### src/rtl/pipeline_run_controller.sv
// Run controller: holds NUM_CORES cores in reset, releases them one at a time, then counts run cycles.
// Define RUN_LIMIT_EN to end the run automatically once cycle_count reaches RUN_CYCLES.
module pipeline_run_controller #(
  parameter int NUM_CORES      = 1,
  parameter int HOLD_CYCLES    = 2,
  parameter int STAGGER_CYCLES = 1,
  parameter int RUN_CYCLES     = 50,
  parameter int CNT_W          = 32
) (
  input  logic                 clk,
  input  logic                 reset,
  input  logic                 start,
  input  logic                 halt,
  output logic [NUM_CORES-1:0] core_reset,
  output logic                 running,
  output logic                 done,
  output logic [CNT_W-1:0]     cycle_count,
  output logic [2:0]           state
);

  typedef enum logic [2:0] {
    ST_IDLE    = 3'd0,
    ST_HOLD    = 3'd1,
    ST_STAGGER = 3'd2,
    ST_RUN     = 3'd3,
    ST_DONE    = 3'd4
  } state_e;

  localparam int HOLD_W   = $clog2(HOLD_CYCLES + 1);
  localparam int STG_SPAN = (NUM_CORES - 1) * STAGGER_CYCLES;
  localparam int STG_W    = (STG_SPAN > 0) ? $clog2(STG_SPAN + 1) : 1;
`ifdef RUN_LIMIT_EN
  localparam int LIM_W    = (CNT_W > 32) ? CNT_W : 32;
`endif

  state_e                 state_q, state_d;
  logic [HOLD_W-1:0]      hold_q, hold_d;
  logic [STG_W-1:0]       stg_q, stg_d;
  logic [NUM_CORES-1:0]   core_q, core_d;
  logic [CNT_W-1:0]       cnt_q, cnt_d;
  logic                   running_q, running_d;
  logic                   done_q, done_d;

  always_comb begin
    // NOTE: every signal written here gets a default first so no path can infer a latch.
    state_d = state_q;
    hold_d  = hold_q;
    stg_d   = stg_q;
    core_d  = core_q;
    cnt_d   = cnt_q;

    case (state_q)
      ST_IDLE: begin
        core_d = '1;
        if (start) begin
          state_d = ST_HOLD;
          hold_d  = '0;
          stg_d   = '0;
          cnt_d   = '0;
        end
      end

      ST_HOLD: begin
        if (halt) begin
          state_d = ST_DONE;
          core_d  = '1;
        end else begin
          hold_d = hold_q + HOLD_W'(1);
          if (hold_q == HOLD_W'(HOLD_CYCLES - 1)) begin
            core_d[0] = 1'b0;
            stg_d     = '0;
            state_d   = (NUM_CORES == 1) ? ST_RUN : ST_STAGGER;
          end
        end
      end

      ST_STAGGER: begin
        if (halt) begin
          state_d = ST_DONE;
          core_d  = '1;
        end else begin
          stg_d = stg_q + STG_W'(1);
          // Core i leaves reset i*STAGGER_CYCLES edges after core 0.
          for (int i = 1; i < NUM_CORES; i++) begin
            if (int'(stg_q) + 1 == i * STAGGER_CYCLES) core_d[i] = 1'b0;
          end
          if (int'(stg_q) + 1 == STG_SPAN) state_d = ST_RUN;
        end
      end

      ST_RUN: begin
        cnt_d = (cnt_q == '1) ? cnt_q : cnt_q + CNT_W'(1);
        if (halt) begin
          state_d = ST_DONE;
          core_d  = '1;
        end
`ifdef RUN_LIMIT_EN
        else if (LIM_W'(cnt_d) == LIM_W'(RUN_CYCLES)) begin
          state_d = ST_DONE;
          core_d  = '1;
        end
`endif
      end

      ST_DONE: begin
        core_d = '1;
        if (start) begin
          state_d = ST_HOLD;
          hold_d  = '0;
          stg_d   = '0;
          cnt_d   = '0;
        end
      end

      default: begin
        state_d = ST_IDLE;
        hold_d  = '0;
        stg_d   = '0;
        core_d  = '1;
        cnt_d   = '0;
      end
    endcase

    running_d = (state_d == ST_RUN);
    done_d    = (state_d == ST_DONE);
  end

  always_ff @(posedge clk or negedge reset) begin
    if (!reset) begin
      state_q   <= ST_IDLE;
      hold_q    <= '0;
      stg_q     <= '0;
      core_q    <= '1;
      cnt_q     <= '0;
      running_q <= 1'b0;
      done_q    <= 1'b0;
    end else begin
      // NOTE: non-blocking updates so every register samples the pre-edge values.
      state_q   <= state_d;
      hold_q    <= hold_d;
      stg_q     <= stg_d;
      core_q    <= core_d;
      cnt_q     <= cnt_d;
      running_q <= running_d;
      done_q    <= done_d;
    end
  end

  assign core_reset  = core_q;
  assign running     = running_q;
  assign done        = done_q;
  assign cycle_count = cnt_q;
  assign state       = state_q;

endmodule

### config.mk
export PLATFORM = sky130hd
export DESIGN_NAME = pipeline_run_controller
export DESIGN_NICKNAME = d
export VERILOG_FILES = /design/src/rtl/pipeline_run_controller.sv
export SDC_FILE = /design/constraint.sdc
export NUM_CORES = 1
export LEC_CHECK = 0
export BUFFER_PORTS_ARGS = -buffer_cell sky130_fd_sc_hd__clkbuf_2
export CORE_MARGIN = 2
export CORE_UTILIZATION = 55
export DETAILED_ROUTE_END_ITERATION = 16
export GPL_TIMING_DRIVEN = 1
export HOLD_SLACK_MARGIN = 0.15
export PLACE_DENSITY = 0.79
export SYNTH_ARGS = -nofsm -noshare
export SYNTH_HDL_FRONTEND = slang
export SYNTH_SLANG_ARGS = --single-unit
### constraint.sdc
create_clock -name clk -period 2.3 [get_ports clk]
set_input_delay 0.345 -clock clk [delete_from_list [all_inputs] [get_ports clk]]
set_output_delay 0.345 -clock clk [all_outputs]
set_load 0.01 [all_outputs]
* After elaboration in Yosys (flattened, before gate mapping)
Index checks and enable logic that the tools add are counted.
** Word-level totals
- Bits in read-only memories :: 0
- Memories :: 0
- Output and inout bits :: 38
- Latch bits :: 0
- Bits of input ports :: 4
- Register bits after elaboration :: 41
- Logic and storage cells :: 59
- Bits in writable memories :: 0
** Cells by class
- $mul :: 0
- Order comparisons :: 0
- $add $sub $neg :: 4
- Reduce and logical (&&, ||, !) cells :: 9
- Eq/ne operators :: 15
- Divide/modulo/power cells :: 0
- Shift-type cells :: 0
- Bitwise operators :: 3
- Muxes and demuxes :: 21
** Operator list (number)
- 32-bit one-hot mux with 3 select lines :: 1
- 32-bit two-way mux :: 2
- 32-bit by 1-bit adder with 32-bit output, second input constant :: 1
- 32-bit == test, second input constant :: 1
- 32-bit zero test :: 1
- 3-bit two-way mux :: 6
- 3-bit one-hot mux with 4 select lines :: 1
- 3-bit by 2-bit == test with 1-bit output, second input constant :: 3
- 2-bit inequality test, second input constant :: 4
- 3-bit == test, second input constant :: 2
- 1-bit two-way mux :: 6
- 2-bit one-hot mux with 3 select lines :: 1
- 3-bit AND reduction :: 2
- 2-bit OR reduction :: 3
- 5-bit AND reduction :: 1
- 2-bit two-way mux :: 2
- 2-bit by 1-bit inequality test with 1-bit output, second input constant :: 2
- 1-bit one-hot mux with 4 select lines :: 1
- 3-bit by 1-bit == test with 1-bit output, second input constant :: 1
- 3-bit zero test :: 1
- 3-bit inequality test, second input constant :: 1
- 1-bit inverter :: 3
- 1-bit by 1-bit adder with 2-bit output, second input constant :: 1
- 2-bit by 1-bit adder with 2-bit output, second input constant :: 1
- other kinds (4) :: 4

* Depth between registers and ports, before layout
- Word-level depth :: 6
- Mapped depth :: 8

* Least setup slack after synthesis
OpenSTA, ideal clock, no wires.
- Path kind :: register to register
- Start point :: register cnt_q[0], in the netlist cycle_count[0]
- End point :: register cnt_q[16], in the netlist cycle_count[16]
- Setup time :: 0.110 ns
- Path slack :: 0.124 ns
- Required time :: 2.190 ns
- Cell stages (with the launch flop) :: 9
- Arrival :: 2.066 ns
- Cell sequence :: dfrtp_1 -> ha_1 -> nand3_1 -> or4_1 -> buf_2 -> o41ai_4 -> buf_6 -> o21ai_1 -> o41ai_1
** On the way
- Longest elaborated chain between the ends :: 3
** RTL lines
- start: declaration :: RTL line 40 : logic [CNT_W-1:0] cnt_q, cnt_d;
- start signal: assignment :: RTL line 143 : cnt_q <= cnt_d;
- 32-bit by 1-bit adder with 32-bit output or 32-bit == test (tied branches) :: RTL line 92 : cnt_d = (cnt_q == '1) ? cnt_q : cnt_q + CNT_W'(1);
- 32-bit two-way mux or 2-bit inequality test (tied branches)
- 32-bit one-hot mux with 3 select lines or 3-bit AND reduction (tied branches)
Parallel ways exist; a longest one is shown, timed or not. The select of a mux whose other input is x is not followed.
A chain may end at the register's enable or synchronous reset.

* Final worst setup path
Ends and elaborated chain as after synthesis.

==> flow_results.org <==
** Clock tree
- Worst-skew pair later-pin latency :: 0.30 ns
- After clock tree synthesis, the clock-pin slew on the worst setup and hold paths is about 0.07 ns.
- Number of sinks handled by clock tree synthesis :: 40
- The H-tree generated during clock tree synthesis spans 2 levels.
- CTS placed an instance of sky130_fd_sc_hd__clkbuf_8 at the clock tree root.
- Cts bufs inserted :: 5
- No sink is reached through more buffers than the 2 on the longest clock path.
- TritonCTS clock tree :: yes

** Critical path
- STA classifies the critical path endpoint as a register.
- For the worst setup path, the data arrival time is roughly 2.4 ns.
- Cell depth of the worst setup path :: 7
- Critical path cell sequence :: ha_1 -> nand3_1 -> or4_1 -> o41ai_4 -> buf_4 -> o21ai_1 -> o41ai_1
- CP Launch Type :: register
- On the critical path, the stage with the largest delay is an instance of sky130_fd_sc_hd__or4_1.
- The critical path is of the reg2reg type.
- The largest single stage delay on the critical path is 0.51 ns.
- Together, buffers and inverters on the worst path number 1.
- Broken down by cell family, the worst path's largest delay share belongs to simple AND/OR/NAND/NOR gates.
- Number of cells on the worst reg-to-reg path :: 7
- Of all nets on the critical path, the largest fanout is 8.
- STA puts the critical path data required time at between 2 and 2.5 ns.

** Floorplanning
- The die is 69.5 um tall.
- The core region is 4060 um^2.
- 42 I/O pins were placed.
- The floorplan has 23 rows.
- Floorplan die area :: slightly below 5000 um^2
- Horizontal die dimension :: around 69 um
- Initial standard-cell utilization of the core :: 0.581

** Detailed routing
- WL/cell :: about 17 um
- In the routed design, unresolved DRC markers number 0.
- Total length of routed wires :: roughly 6700 um
- Iteration-0 DRC Markers :: approximately 300
- Number of iterations in the first detailed-routing pass :: 5
- The detail route stage leaves a number of antenna-violating nets equal to 0.
- The routed layout has between 2000 and 3000 vias.
- Routed via count divided by cell count :: approximately 6.5

** STA
- Across all setup checks in the final design, the least slack found is around 0.13 ns.
- Static timing analysis puts the maximum clock frequency at 460 MHz.
- RSZ-0062 raised after global routing :: no
- Hold Fails Final Rpt :: 0
- The final-report max-slew violation count is 0.
- Final period demand of the worst path :: approximately 2.2 ns
- Total negative slack for setup checks :: 0 ns
- Max transition margin :: 0.637
- Slew at the pin closest to its max-slew limit :: ~0.54 ns
- Final setup violation count :: 0
- Period Utilization, post-route :: 0.945
- Worst clock skew on the final layout :: approximately 0.0061 ns

** Place
- Setup slack after placement :: around 0.081 ns
- Final Wtd Congestion :: roughly 0.93
- Final HPWL DP :: a little under 5000 um
- The placed instances occupy a cell area of roughly 2800 um^2.
- Total of buffers placed on input and output ports :: ~40

** Global routing
- Residual overflow from global routing :: 0
- The via count of the first global-routing pass is 2322.
- The first global-routing pass estimated 11100 um of wire.
- GR peak layer :: met2
- The number of antenna violations at the first check in global routing was 0.
- In the global route stage, met3 resource usage came out at 0.0523.
- For this run, the total global-route usage over all layers was measured as 0.284.
- Largest net degree at the start of global routing :: 27
- Met2 capacity usage during global routing :: 0.455
- Met1 global-route usage :: 0.399

** Worst hold path
- Counting instances, the worst hold path has a depth of 2.
- Tightest Hold Check Type :: in2reg

** Final layout
- Final std cell area, no fill :: about 3000 um^2
- In the final layout, the share of cells above drive strength 1 is 0.299.
- Commonest non-fill, non-tap cell in the layout :: sky130_fd_sc_hd__buf_4
- Counting the fill cells in the layout gives about 330.
- Final #Nets :: 350
- Once layout is complete, the utilization of the core stands at 0.736.
- 0 antenna diodes ended up in the layout.
- In the layout the commonest cells are sky130_fd_sc_hd__buf_4, sky130_fd_sc_hd__clkbuf_2, sky130_fd_sc_hd__dfrtp_1, sky130_fd_sc_hd__nand2_1, sky130_fd_sc_hd__a31oi_1.
- Summing all flip-flop and latch instances after layout gives approximately 1000 um^2.
- In the final layout, the multi-input gates occupy 1280 um^2.
- Relative to the synthesized area, the layout overhead comes to 26.8%.

** Yosys
- Main flop type after synthesis :: sky130_fd_sc_hd__dfrtp_1
- Post-Synthesis Cell Area :: between 2000 and 2500 um^2
- Sequential-to-total area share from yosys stat :: 0.425
- Number of register bits inferred by synthesis :: 40
- The Yosys step of the flow raised 0 warnings.
- Yosys mapped a number of flops with a built-in enable equal to 0.
- Area share of the largest cell type after synthesis :: 0.414
- When the netlist entered floorplanning its net count stood at ~280.
- In the synthesized netlist, the number of instances is about 270.
- Sorting the synthesized cells by area gives the leading types as sky130_fd_sc_hd__dfrtp_1, sky130_fd_sc_hd__a31oi_1, sky130_fd_sc_hd__nand4_1.
- sky130_fd_sc_hd__dfrtp_1 takes more of the synthesized area than any other cell.
- The number of different library cells used by synthesis comes to 43.
- Post-Synthesis Mean Instance Area :: roughly 8.8 um^2
- Counting flops with an async set or reset pin after synthesis yields a share of 1.00.

** Power and ir drop
- Power density over the cells :: 849 nW/um^2
- Static Leak :: roughly 1.4 nW
- Power after layout :: 2.54 mW
- Worst IR Drop VDD :: about 0.60 mV

** Run
- Number of max-capacitance violations reported :: 0

** Run status
- The flow ran to the end, and the final reports show no timing, DRC or antenna violations.
==> final cells by class <==
class,count,area share
Clock buffer,8,0.0302
Sequential cell,40,0.336
Timing Repair Buffer,85,0.180
Tap cell,50,0.0209
Multi-Input combinational cell,208,0.428
Inverter,4,0.00503
==> timing repair <==
item	4_1_cts	5_1_grt
setup endpoints to repair	0	14
resized for setup	0	3
setup buffers	0	4
hold buffers	1	0
endpoints found under the hold margin	13	0
==> worst register-to-register path: cells and delay by family (launching register included) <==
kind | cells | cell delay [ns]
and+or+nand+nor | 2 | 0.67
DFF | 1 | 0.35
adders and majority gates | 1 | 0.21
AOI/OAI and AO/OA | 3 | 0.58
buffers and inverters | 1 | 0.25
==> power by group <==
group	internal, mW	switching, mW	total, mW
clock	0.245	0.240	0.484
sequential	0.842	0.148	0.990
combinational	0.453	0.609	1.06
total	1.54	0.997	2.54
==> kinds of logic after synthesis <==
| kind of cell | count (synthesis) | synth area share |
|---|---|---|
| AND/OR/NAND/NOR | 115 | 0.263 |
| AO/OA/AOI/OAI | 91 | 0.263 |
| adder cells (fa/ha/maj) | 2 | 0.0106 |
| buffers and inverters | 21 | 0.0377 |
| flip-flops | 40 | 0.425 |
==> synthesized netlist by cell type (3+ instances only) <==
cell / number
sky130_fd_sc_hd__a21o_1: 7
sky130_fd_sc_hd__a21oi_1: 13
sky130_fd_sc_hd__a31oi_1: 22
sky130_fd_sc_hd__and2_1: 6
sky130_fd_sc_hd__and3_1: 6
sky130_fd_sc_hd__and4_1: 3
sky130_fd_sc_hd__clkbuf_1: 14
sky130_fd_sc_hd__dfrtp_1: 39
sky130_fd_sc_hd__inv_1: 4
sky130_fd_sc_hd__nand2_1: 23
sky130_fd_sc_hd__nand3_1: 15
sky130_fd_sc_hd__nand4_1: 16
sky130_fd_sc_hd__nor2_1: 14
sky130_fd_sc_hd__nor3_1: 15
sky130_fd_sc_hd__nor4_1: 5
sky130_fd_sc_hd__o211ai_1: 5
sky130_fd_sc_hd__o21ai_0: 16
sky130_fd_sc_hd__o21ai_1: 5
sky130_fd_sc_hd__o21ai_2: 4
sky130_fd_sc_hd__or4_1: 5
==> metal layers <==
layer / up-vias / wire length [um] / share of wire
met5: - / 0 / 0
li1: 1201 / - / -
met4: 0 / 76 / 0.011
met2: 124 / 3150 / 0.47
met3: 10 / 485 / 0.073
met1: 1232 / 2960 / 0.44
==> per-stage QoR <==
stage / hold slack, ns / instances
global placement: 0.270 / 382
detailed placement: 0.282 / 382
CTS: 0.306 / 391
global route: 0.325 / 395
finish: 0.315 / 395
floorplan: 0.0494 / 269
==> path summary, 6_finish.rpt <==
check	startpoint	to	slack (ns)
worst max-delay path	cycle_count[0]	cycle_count[16]	0.13
worst min-delay path	halt	state[1]	0.32
min in group asynchronous	reset	cycle_count[18]	0.49
worst min register to register	hold_q[1]	hold_q[1]	0.48
worst max register to register	cycle_count[0]	cycle_count[16]	0.13
max in group asynchronous	reset	cycle_count[26]	1.12
==> sequential cells by signal, indices dropped and copies added, names as in the netlist <==
| register | count |
|---|---|
| cycle_count | 32 |
| state | 3 |
| hold_q | 2 |
| core_reset | 1 |
| done | 1 |
| running | 1 |
No activity file was read; power rests on OpenSTA's default activity.
